File: src/rtl/mem_wb_stage.sv
// Memory stage: data RAM access with programmable wait states, OUT_PORT / RET
// redirect handling and the MEM/WB register feeding the register file.
module mem_wb_stage #(
  parameter int DEPTH       = 256,
  parameter int WAIT_STATES = 1
) (
  input  logic       clk,
  input  logic       reset,
  input  logic       wr_en_regf_M,
  input  logic       wr_en_dmem_M,
  input  logic       rd_en_M,
  input  logic       out_port_sel_M,
  input  logic       is_ret_M,
  input  logic       mux_out_sel_M,
  input  logic [1:0] mux_rdata_sel_M,
  input  logic [7:0] alu_out_M,
  input  logic [1:0] rd_M,
  input  logic [7:0] IN_PORT_M,
  input  logic [7:0] instr_M,
  input  logic [7:0] mem_addr_M,
  input  logic [7:0] mem_wd_M,
  output logic       stall_mem,
  output logic [7:0] OUT_PORT,
  output logic       pc_ret_valid,
  output logic [7:0] pc_ret,
  output logic       wr_en_regf_W,
  output logic [1:0] rd_W,
  output logic [7:0] wdata_W
);

  localparam int         AW       = (DEPTH > 1) ? $clog2(DEPTH) : 1;
  localparam bit         HAS_WAIT = (WAIT_STATES > 0);
  localparam logic [2:0] WS_LAST  = HAS_WAIT ? 3'(WAIT_STATES - 1) : 3'd0;

  typedef enum logic {IDLE, BUSY} state_t;

  state_t     state_reg, state_next;
  logic [2:0] wcnt_reg, wcnt_next;
  logic       stall_next;
  logic       access;
  logic       complete;
  logic [AW-1:0] addr;
  logic [7:0] rdata;
  logic [7:0] wb_data;
  logic [7:0] out_data;

  logic [7:0] ram [DEPTH];

  assign access = rd_en_M | wr_en_dmem_M | is_ret_M;
  assign addr   = mem_addr_M[AW-1:0];
  assign rdata  = ram[addr];

  always_comb begin
    state_next = state_reg;
    wcnt_next  = wcnt_reg;
    stall_next = 1'b0;
    case (state_reg)
      IDLE: begin
        if (access && HAS_WAIT) begin
          stall_next = 1'b1;
          wcnt_next  = WS_LAST;
          state_next = BUSY;
        end
      end
      BUSY: begin
        if (wcnt_reg != 3'd0) begin
          stall_next = 1'b1;
          wcnt_next  = wcnt_reg - 3'd1;
        end else begin
          state_next = IDLE;
        end
      end
      default: state_next = IDLE;
    endcase
  end

  // Stall is masked while reset is held so upstream is never frozen by a dead access.
  assign stall_mem = stall_next & reset;
  assign complete  = ~stall_next;

  always_comb begin
    case (mux_rdata_sel_M)
      2'b00:   wb_data = alu_out_M;
      2'b01:   wb_data = rdata;
      2'b10:   wb_data = IN_PORT_M;
      default: wb_data = instr_M;
    endcase
  end

  assign out_data = mux_out_sel_M ? mem_wd_M : alu_out_M;

  // Write happens only on the completion edge, so a reset mid-access drops it.
  always_ff @(posedge clk) begin
    if (reset && complete && wr_en_dmem_M) begin
      ram[addr] <= mem_wd_M;
    end
  end

  always_ff @(posedge clk or negedge reset) begin
    if (!reset) begin
      state_reg    <= IDLE;
      wcnt_reg     <= 3'd0;
      OUT_PORT     <= 8'h00;
      pc_ret_valid <= 1'b0;
      pc_ret       <= 8'h00;
      wr_en_regf_W <= 1'b0;
      rd_W         <= 2'd0;
      wdata_W      <= 8'h00;
    end else begin
      state_reg <= state_next;
      wcnt_reg  <= wcnt_next;
      if (complete) begin
        wr_en_regf_W <= wr_en_regf_M;
        rd_W         <= rd_M;
        wdata_W      <= wb_data;
        pc_ret_valid <= is_ret_M;
        if (is_ret_M) begin
          pc_ret <= rdata;
        end
        if (out_port_sel_M) begin
          OUT_PORT <= out_data;
        end
      end else begin
        // Bubble: rd_W and wdata_W keep their last values.
        wr_en_regf_W <= 1'b0;
        pc_ret_valid <= 1'b0;
      end
    end
  end

endmodule

File: config.mk
export PLATFORM = sky130hd
export DESIGN_NAME = mem_wb_stage
export DESIGN_NICKNAME = d
export VERILOG_FILES = /design/src/rtl/mem_wb_stage.sv
export SDC_FILE = /design/constraint.sdc
export NUM_CORES = 2
export LEC_CHECK = 0
export CORE_ASPECT_RATIO = 0.7
export CORE_MARGIN = 2
export CORE_UTILIZATION = 60
export CTS_BUF_LIST = sky130_fd_sc_hd__clkbuf_4
export CTS_CLUSTER_DIAMETER = 100
export DETAILED_ROUTE_END_ITERATION = 8
export HOLD_SLACK_MARGIN = 0.03
export PLACE_DENSITY = 0.74
export SETUP_SLACK_MARGIN = 0.4
export SLEW_MARGIN = 15
export SYNTH_ARGS = -nofsm -noshare
export SYNTH_HDL_FRONTEND = slang
export SYNTH_SLANG_ARGS = --single-unit
export TNS_END_PERCENT = 1
File: constraint.sdc
create_clock -name clk -period 3.5 [get_ports clk]
set_clock_uncertainty 0.2 [all_clocks]
set_input_delay 0.7 -clock clk [delete_from_list [all_inputs] [get_ports clk]]
set_output_delay 0.7 -clock clk [all_outputs]
set_load 0.01 [all_outputs]
==> impl_metrics.tcl <==
set metrics [dict create \
    finalWorstSetupSlack_ps -161 \
    drv_slew 0 \
    cts_tree "yes" \
    synth_most_common_cell "edfxtp_1" \
    period_minus_slack_ps 3660 \
    fin_crit_sh 1.05 \
    wire_per_inst_um 29.5 \
    yosysSeqAreaShare 0.763 \
    synth_area_leaders "edfxtp_1, mux4_2, mux2i_1, nor2_1, dfrtp_1" \
    groute.usage.overall 0.314 \
    grt_pass1_vias 46300 \
    status "finished, violations left" \
    area_delta_synth_final_pct 21.0 \
    dp_slack_ps -582 \
    ys_ff_latch 2080 \
    synth_top_cell_by_area "edfxtp_1" \
    maxSlewHeadroom 0.328 \
    rsz0062_at_grt "yes" \
    antenna_left 0 \
    start_util 0.603 \
    irDropWorstVdd_uv 528 \
    syn_avg_cell_area_um2 19.6 \
    layout.nets 5304 \
    ctsRootBufferMaster "clkbuf_4" \
    rows 113 \
    synth_top_area_share 0.753 \
    start_kind "register" \
    p_per_area_mw_per_mm2 501 \
    synth_area_mm2 0.0817 \
    h-tree-depth 5 \
    clkTransAtPathRegs_ps 70 \
    vias 47600 \
    cts_num_sinks 2080 \
    place_congestion 0.960 \
    fin_util 0.730 \
    vias_per_cell 6.43 \
    cts-buffers-inserted 472 \
    setup_viol 190 \
    drt_iter0_drc 7847 \
    grt_antenna_before_repair 8 \
    cap_violations 0 \
    numPortBuffers 80 \
    grt_pass1_wl_um 314000 \
    cp.required_ps 2600 \
    fp.coreArea_mm2 0.135 \
    overflow 0 \
    place_hpwl_um 141000 \
    tightestPinTransition_ps 997 \
    grt_max_degree 101 \
    synth_cell_types 65 \
    synth_edf_count 2048 \
    ios 81 \
    p_leak_nw 33.6 \
    clockBufferDepth 4 \
    dp.cells 6501 \
    endpoint_kind "output pin" \
    layout-drive-gt1-share 0.383 \
    regMostFlops "ram" \
    violations "setup timing" \
    ys.flop_type "edfxtp_1" \
    finalSetupTns_ps -3940 \
    max_clock_freq_ghz 0.273 \
    cp_max_fo 3 \
    yosys-top-cells-count "edfxtp_1, mux4_2, mux2i_1, nor2_1, nand3_1" \
    hold_ws_ps 126 \
    syn_nets 4215 \
    crit_type "register to output pin" \
    hold_viol 0 \
    fin_cells 7405 \
    die_height_um 313 \
    syn_inst 4161 \
    power_mw 49.5 \
    place_area_mm2 0.0904 \
    hold_class "primary input to register" \
    arrival_ps 2760 \
    totalWireLength_um 219000 \
    synthArstFlopShare 0.0154 \
    largest_reg_flops 2048 \
    insertion_delay_ps 1430 \
    yosys_warnings 0 \
    die_w_um 445 \
    dr.pass1.iters 6 \
    stdcell_area_mm2 0.0988 \
    drc 0 \
    r2r_setup_slack_ps -70 \
    die_area_mm2 0.139 \
]
worst max-delay path: stages (launching register included):
cell and delay [ps]:
dfrtp_1 390, inv_2 60, ha_4 160, ha_4 140
nand2b_4 130, o21a_1 130, buf_6 120, inv_2 40
and2_1 100, buf_2 120
power by group:
part	internal, mW	switching (mW)
sequential	27.4	0.130
combinational	1.41	2.05
clock	9.25	9.24
total	38.1	11.4
cell type report:
| class | count | area, µm² |
|---|---|---|
| clock inverters | 121 | 470 |
| repair buffers | 882 | 9190 |
| diodes | 13 | 32.5 |
| fillers | 7722 | 36500 |
| flip-flops and latches | 2080 | 62300 |
| multi-input cells | 1797 | 19200 |
| clock buffers | 713 | 5350 |
| well taps | 1782 | 2230 |
| inverters | 17 | 63.8 |
metal layers:
layer	GRT usage	wire length, µm	up-vias
met4	0.0841	4660	4
met5	0	25	-
li1	-	-	19600
met1	0.492	87600	24000
met3	0.0969	31700	401
met2	0.435	94600	3562
cell families after synthesis:
| kind of cell | count (synthesis) | share of synthesized area |
|---|---|---|
| flip-flops | 2080 | 0.763 |
| multiplexers | 726 | 0.144 |
| AND/OR/NAND/NOR | 669 | 0.0387 |
| AO/OA/AOI/OAI | 400 | 0.0339 |
| buffers and inverters | 284 | 0.0199 |
| adder cells (fa/ha/maj) | 2 | 0.000306 |
final timing paths:
kind	startpoint	cells past startpoint	end
max	wcnt_reg[0]$_DFFE_PN0P_	9	stall_mem
min	mem_wd_M[7]	2	ram[156][7]$_DFFE_PP_
max reg2reg	wcnt_reg[0]$_DFFE_PN0P_	22	ram[146][1]$_DFFE_PP_
min reg2reg	wcnt_reg[0]$_DFFE_PN0P_	1	wcnt_reg[0]$_DFFE_PN0P_
max in group asynchronous	reset	3	pc_ret[3]$_DFFE_PN0P_
min in group asynchronous	reset	3	wdata_W[6]$_DFFE_PN0N_
placed cells by master, fill, tap and decap left out, types with 109 or more instances in the layout:
master    count
buf_12      116
clkinv_1    109
clkbuf_4    713
buf_6       159
buf_4       469
nand3_1     125
mux2i_1     335
mux4_2      357
nor2_4      141
edfxtp_1   2048
timing repair:
action / 4_1_cts / 5_1_grt
gates resized for setup: 377 / 140
hold buffers: 35 / 0
gates cloned: 1 / 2
pin swaps: 112 / 46
buffers inserted: 9 / 10
hold endpoints to repair: 2099 / 0
endpoints found under the setup margin: 29 / 2080
(Power assumes the default switching activity.)
